File: config.mk
export PLATFORM = sky130hd
export DESIGN_NAME = oam_dma_ctrl
export DESIGN_NICKNAME = d
export VERILOG_FILES = /design/src/rtl/nes_pkg.sv /design/src/rtl/oam_dma_ctrl.sv
export SDC_FILE = /design/constraint.sdc
export NUM_CORES = 1
export LEC_CHECK = 0
export CORE_MARGIN = 2
export CORE_UTILIZATION = 50
export DETAILED_ROUTE_END_ITERATION = 10
export GPL_ROUTABILITY_DRIVEN = 0
export PLACE_DENSITY = 0.8
export RECOVER_POWER = 50
export SLEW_MARGIN = 20
export SYNTH_ARGS = -nofsm -noshare
export SYNTH_HDL_FRONTEND = slang
export SYNTH_SLANG_ARGS = --single-unit
File: constraint.sdc
create_clock -name clk -period 4.1 [get_ports clk]
set_input_delay 0.82 -clock clk [delete_from_list [all_inputs] [get_ports clk]]
set_output_delay 0.82 -clock clk [all_outputs]
set_load 0.02 [all_outputs]
File: src/rtl/nes_pkg.sv
// rtl/nes_pkg.sv - shared NES CPU/PPU types and constants
package nes_pkg;

   typedef enum logic [2:0] {
      IDLE,
      HALT,
      ALIGN,
      READ,
      WAIT,
      WRITE
   } oam_dma_state_t;

   localparam logic [15:0] OAM_DMA_REG_ADDR = 16'h4014;
   localparam int          OAM_SIZE         = 256;

endpackage

File: src/rtl/oam_dma_ctrl.sv
// rtl/oam_dma_ctrl.sv - sprite OAM DMA initiator: stalls the CPU and copies one page into PPU OAM
module oam_dma_ctrl
   import nes_pkg::*;
#(
   parameter int READ_LATENCY = 1,
   parameter int XFER_LEN     = 256
) (
   input  logic        clk,
   input  logic        reset,
   input  logic        dma_start,
   input  logic [7:0]  dma_page,
   input  logic [7:0]  oam_start_addr,
   input  logic        cpu_odd_cycle,
   output logic        cpu_stall,
   output logic        dma_busy,
   output logic [15:0] mem_addr,
   output logic        mem_rd,
   input  logic [7:0]  mem_data_in,
   output logic        oam_dma,
   output logic [7:0]  oam_addr,
   output logic [7:0]  oam_data_out
);

   localparam logic [7:0] LP_LAST_IDX =
      8'(((XFER_LEN < OAM_SIZE) ? XFER_LEN : OAM_SIZE) - 1);
   localparam logic [1:0] LP_WAIT_INIT = 2'(READ_LATENCY - 2);

   oam_dma_state_t r_state;
   oam_dma_state_t w_next_state;

   logic [7:0]  r_page;
   logic [7:0]  r_base;
   logic        r_odd;
   logic [7:0]  r_idx;
   logic [1:0]  r_wait_cnt;
   logic [7:0]  w_rd_idx;

   logic        r_cpu_stall;
   logic        r_dma_busy;
   logic        r_mem_rd;
   logic [15:0] r_mem_addr;
   logic        r_oam_dma;
   logic [7:0]  r_oam_addr;

   always_comb begin
      w_next_state = r_state;
      case (r_state)
         IDLE:    if (dma_start) w_next_state = HALT;
         HALT:    w_next_state = r_odd ? ALIGN : READ;
         ALIGN:   w_next_state = READ;
         READ:    w_next_state = (READ_LATENCY > 1) ? WAIT : WRITE;
         WAIT:    if (r_wait_cnt == 2'd0) w_next_state = WRITE;
         WRITE:   w_next_state = (r_idx == LP_LAST_IDX) ? IDLE : READ;
         default: w_next_state = IDLE;
      endcase
   end

   // Index of the byte about to be read; it advances on the WRITE->READ edge.
   assign w_rd_idx = (r_state == WRITE) ? r_idx + 8'd1 : r_idx;

   always_ff @(posedge clk) begin
      if (reset) begin
         r_state     <= IDLE;
         r_page      <= 8'h00;
         r_base      <= 8'h00;
         r_odd       <= 1'b0;
         r_idx       <= 8'h00;
         r_wait_cnt  <= 2'd0;
         r_cpu_stall <= 1'b0;
         r_dma_busy  <= 1'b0;
         r_mem_rd    <= 1'b0;
         r_mem_addr  <= 16'h0000;
         r_oam_dma   <= 1'b0;
         r_oam_addr  <= 8'h00;
      end else begin
         r_state <= w_next_state;
         case (r_state)
            IDLE: begin
               if (dma_start) begin
                  r_page <= dma_page;
                  r_base <= oam_start_addr;
                  r_odd  <= cpu_odd_cycle;
                  r_idx  <= 8'h00;
               end
            end
            READ:  r_wait_cnt <= LP_WAIT_INIT;
            WAIT:  if (r_wait_cnt != 2'd0) r_wait_cnt <= r_wait_cnt - 2'd1;
            WRITE: if (r_idx != LP_LAST_IDX) r_idx <= r_idx + 8'd1;
            default: ;
         endcase

         // Outputs are registered from the state being entered.
         r_cpu_stall <= (w_next_state != IDLE);
         r_dma_busy  <= (w_next_state != IDLE);
         r_mem_rd    <= (w_next_state == READ);
         r_oam_dma   <= (w_next_state == WRITE);
         if (w_next_state == READ)
            r_mem_addr <= {r_page, w_rd_idx};
         if (w_next_state == WRITE)
            r_oam_addr <= r_base + r_idx;
      end
   end

   assign cpu_stall    = r_cpu_stall;
   assign dma_busy     = r_dma_busy;
   assign mem_rd       = r_mem_rd;
   assign mem_addr     = r_mem_addr;
   assign oam_dma      = r_oam_dma;
   assign oam_addr     = r_oam_addr;
   assign oam_data_out = (r_state == WRITE) ? mem_data_in : 8'h00;

endmodule

==> results of run 1 <==
==> power by group <==
| part | switching [mW] | internal [mW] |
|---|---|---|
| Combinational | 0.477 | 0.305 |
| Sequential | 0.0693 | 0.657 |
| Clock | 0.249 | 0.285 |
| Total | 0.795 | 1.25 |
==> cells in the mapped netlist, drive strengths merged, types with 7 or more instances <==
cell type and count:
a21oi 39, o21ai 26, ha 10, and2 12, nor2 27, clkbuf 14, dfxtp 57, nand2 55
a311oi 7
==> logic make-up after synthesis <==
family | synth area share, %
AO/OA/AOI/OAI | 23.4
XOR/XNOR | 2.23
adder cells (fa/ha/maj) | 5.28
buffers and inverters | 4.28
flip-flops | 41.5
multiplexers | 2.18
AND/OR/NAND/NOR | 21.1
==> area by class of cell <==
class / count / area, um^2
clock buffers: 9 / 124
clock inverters: 7 / 78.8
fillers: 447 / 1620
inverters: 6 / 22.5
multi-input cells: 244 / 1490
flip-flops and latches: 57 / 1140
well taps: 70 / 87.6
repair buffers: 65 / 639
==> metal layers <==
layer | vias to the layer above | GRT usage [%] | wire [um]
li1 | 1260 | - | -
met1 | 1148 | 27.0 | 2800
met2 | 78 | 36.2 | 3100
met3 | 9 | 3.79 | 349
met4 | 0 | 8.60 | 67
met5 | - | 0 | 0
==> worst paths after layout <==
path | slack [ns] | start | endpoint
max | 0.77 | r_state[2] | oam_data_out[1]
min | 0.46 | r_page[0] | mem_addr[8]
max reg2reg | 1.35 | r_state[2] | mem_addr[4]
min reg2reg | 0.46 | r_page[0] | mem_addr[8]
==> worst reg2reg max path, delay by kind of cell (launching register included) <==
family                 cells  cell delay [ns]
AO/OA/AOI/OAI              3             1.17
flip-flops                 1             0.59
AND/OR/NAND/NOR            2             0.44
buffers and inverters      1             0.43
==> through the flow <==
step / worst slack [ns] / total power [mW] / utilization [%]
global route: 0.552 / 2.17 / 68.8
finish: 0.768 / 2.04 / 68.8
CTS: 0.754 / 2.07 / 68.9
global placement: 1.09 / 1.51 / 65.0
floorplan: 1.97 / 1.32 / -
detailed placement: 1.01 / 1.54 / 65.0
==> flip-flops by register name (all words and copies together), names as in the netlist, 2 cells and up <==
name	count
mem_addr	16
oam_addr	8
r_base	8
r_idx	8
r_page	8
r_state	3
r_wait_cnt	2
==> flow_summary.toml, run 1 <==
[timing]
timing.hold.ws_ns = 0.458
finClkSkew_ns = 0.00762
setup_tns_ns = 0
hold_violations = 0
fmax_ghz = 0.300
max_slew.worst_pin.slew_ns = 2.49
report.final.slew_viol_count = 58
maxSlewHeadroom_pct = -66.3
rsz0062_at_grt = "false"
min_period_over_period_pct = 81.3
fin_crit_ns = 3.33
setup_viol = 0

[global_route]
grt_pass1_wl_um = 10400
grt_use_total_pct = 21.4
antenna_found_initial = 0
grt_pass1_vias = 2357
grt_max_degree = 58
grt_overflow_total = 0

[routing]
drt_drc_violations_left = 0
wl_um = 6320
drt-initial-drc-count = 138
vias = 2495
dr.pass1.iters = 5
wl_per_cell_um = 13.8
ant_nets = 0
routed_via_density = 5.45

[clock_tree]
cts_tree = "built"
holdBufCountCts = 0
clkSinkCount = 57
insertion_delay_ns = 0.33
clockBufferDepth = 2
ctsResizeCount = 0
path_clk_slew_ns = 0.07
post_cts_buffers = 0
cts_made_buffers = 9
ctsHtreeMaxLevel = 3
cts_root_buf = "clkbuf_8"

[worst_setup_path]
cp_slowest_cell = "clkdlybuf4s50_1"
ff2ff_path_depth = 6
crit_buf_inv = 2
startpoint_type = "register"
critPathMaxStageDelay_ns = 0.61
crit_type = "register to output port"
path_cells = "nand2_1, inv_1, and2_1, clkdlybuf4s50_1"
crit_cells = 4
critical-path-top-delay-family = "buffers and inverters"
cp_data_arrival_time_ns = 2.51
end_kind = "output port"
cp_max_fo = 16
required_ns = 3.28

[logic_synthesis]
synth_edf_count = 0
yosysWarnings = 0
async_flop_share_pct = 0
ys_seq_elements = 57
syn_area_per_cell_um2 = 8.43
synth_area_leaders = "dfxtp_1 42%, nand2_1 7.5%, a21oi_1 7.1%"
synthDistinctLibCells = 49
synth_fp_nets = 365
netlist.area_leader.share_pct = 41.5
synth_ff_type = "dfxtp_1"
seq_area_frac_synth_pct = 41.5
synthCells = 326
netlist_area_mm2 = 0.00275
yosysTopAreaCell = "dfxtp_1"

[placement]
dp.cells = 442
port_buffers = 63
dpl_cell_area_mm2 = 0.00338
dp_hpwl_um = 4390

[pwr]
powerDensity_mw_per_mm2 = 570
p_leak_nw = 1.37
vdd_ir_drop_max_uv = 313

[finish]
diodes = 0
layout-drive-gt1-share_pct = 7.99
area_growth_pct = 30.4
final_common_cell = "dfxtp_1"
fin_area_mm2 = 0.00358
fin_nets = 422
finalNonFillerCells = 458
final_cell_mix = "57 x dfxtp_1, 55 x nand2_1, 39 x a21oi_1, 37 x clkdlybuf4s50_1, 26 x nor2_1"

[flow_run]
maxCapViolCount = 1

[die]
start_util_pct = 52.8
die_area_mm2 = 0.00611
ios = 64
core_area_mm2 = 0.00520
die_h_um = 78.1
row_count = 26
dieWidth_um = 78.1

[run_status]
run_status = "finished with violations"
violations = "max-capacitance violations, max-slew violations"

[hold_path]
whs_path_depth = 2
holdCritPathClass = "register to register"
No activity file was read; power rests on OpenSTA's default activity.
==> run 2: changes to the inputs <==
clock period = 3.1 ns   (was 4.1 ns; I/O delays follow)
==> flow_summary.toml, run 2 (synthesis results as in run 1) <==
[pwr]
p_leak_nw = 1.40
powerDensity_mw_per_mm2 = 775
vdd_ir_drop_max_uv = 482
finalPower_mw = 2.80

[finish]
final_cell_mix = "57 x dfxtp_1, 55 x nand2_1, 39 x a21oi_1, 36 x clkdlybuf4s50_1"
layout-drive-gt1-share_pct = 8.18
area_growth_pct = 31.3
largest_reg_flops = 16
diodes = 0
finalNonFillerCells = 461
final_common_cell = "dfxtp_1"
fin_nets = 425

[global_route]
busiest_layer = "met2"
grtUsageMet1_pct = 29.1
antenna_found_initial = 0
use_met2_pct = 36.1
grt_max_degree = 58
grt_pass1_vias = 2379
grt_pass1_wl_um = 10800
grt_use_total_pct = 22.3
grt_overflow_total = 0
use_met3_pct = 4.94

[placement]
dp_hpwl_um = 4440
port_buffers = 63
dp.cells = 445
pre_cts_slack_ns = 0.487

[die]
die_h_um = 78.1
ios = 64
dieWidth_um = 78.1
row_count = 26
core_area_mm2 = 0.00520
start_util_pct = 52.8
die_area_mm2 = 0.00611

[hold_path]
whs_path_depth = 2
holdCritPathClass = "register to register"

[routing]
wl_per_cell_um = 13.9
wl_um = 6390
ant_nets = 0
drt_drc_violations_left = 0
drt-initial-drc-count = 169
routed_via_density = 5.45
dr.pass1.iters = 4
vias = 2513

[worst_setup_path]
ff2ff_path_depth = 6
critPathMaxStageDelay_ns = 0.61
startpoint_type = "register"
critical-path-top-delay-family = "buffers and inverters"
crit_cells = 5
path_cells = "and2b_1, nand2_1, inv_1, and2_1, clkdlybuf4s50_1"
end_kind = "output port"
crit_buf_inv = 2
required_ns = 2.48
reg2reg_slack_ns = 0.77
cp_data_arrival_time_ns = 2.18
crit_type = "register to output port"
cp_slowest_cell = "clkdlybuf4s50_1"
cp_max_fo = 16

[timing]
setup_ws_ns = 0.302
fmax_ghz = 0.357
rsz0062_at_grt = "false"
maxSlewHeadroom_pct = 29.6
finClkSkew_ns = 0.00526
max_slew.worst_pin.slew_ns = 1.06
report.final.slew_viol_count = 0
fin_crit_ns = 2.80
setup_tns_ns = 0
min_period_over_period_pct = 90.3
setup_viol = 0
hold_violations = 0

[clock_tree]
clockBufferDepth = 2
ctsHtreeMaxLevel = 3
ctsResizeCount = 0
post_cts_buffers = 0
holdBufCountCts = 0
cts_tree = "built"
clkSinkCount = 57
insertion_delay_ns = 0.34
cts_made_buffers = 9
cts_root_buf = "clkbuf_8"
path_clk_slew_ns = 0.07

[flow_run]
maxCapViolCount = 0

[run_status]
run_status = "finished clean"
## run 2: metrics by stage
step | utilization [%] | hold slack, ns | cell area [um^2]
CTS | 69.8 | 0.455 | 3630
global route | 69.4 | 0.477 | 3610
finish | 69.4 | 0.459 | 3610
global placement | 65.4 | 0.439 | 3400
detailed placement | 65.4 | 0.448 | 3400
floorplan | - | 0.432 | 2750
## run 2: routing by layer
layer | routed length [um] | vias up | share of wire [%]
met3 | 347 | 9 | 5.4
met4 | 78 | 0 | 1.2
met2 | 3070 | 69 | 48
li1 | - | 1269 | -
met1 | 2890 | 1166 | 45
met5 | 0 | - | 0
## run 2: worst paths after layout
path | endpoint | from
worst max-delay path | oam_data_out[2] | r_state[0]
worst min-delay path | mem_addr[12] | r_page[4]
worst max register to register | mem_addr[10] | r_idx[1]
worst min register to register | mem_addr[12] | r_page[4]
## run 2: power breakdown
part | internal (mW) | leakage [nW] | switching [mW]
combinational | 0.418 | 0.817 | 0.636
clock | 0.460 | 0.114 | 0.330
sequential | 0.868 | 0.465 | 0.0863
## run 2: cell type report
cell class                      count  area (um^2)
Sequential cell                    57         1140
Clock inverter                      7          104
Tap cell                           70         87.6
Timing Repair Buffer               68          656
Multi-Input combinational cell    244         1480
Clock buffer                        9          124
Inverter                            6         22.5
Fill cell                         450         1600
## run 2: worst register-to-register path: stages (launching register included)
cell and delay, ns:
dfxtp_1 0.51, ha_1 0.27, nand3_1 0.23, o21ai_0 0.48, and2_1 0.41, o21ai_0 0.19, a21oi_1 0.16
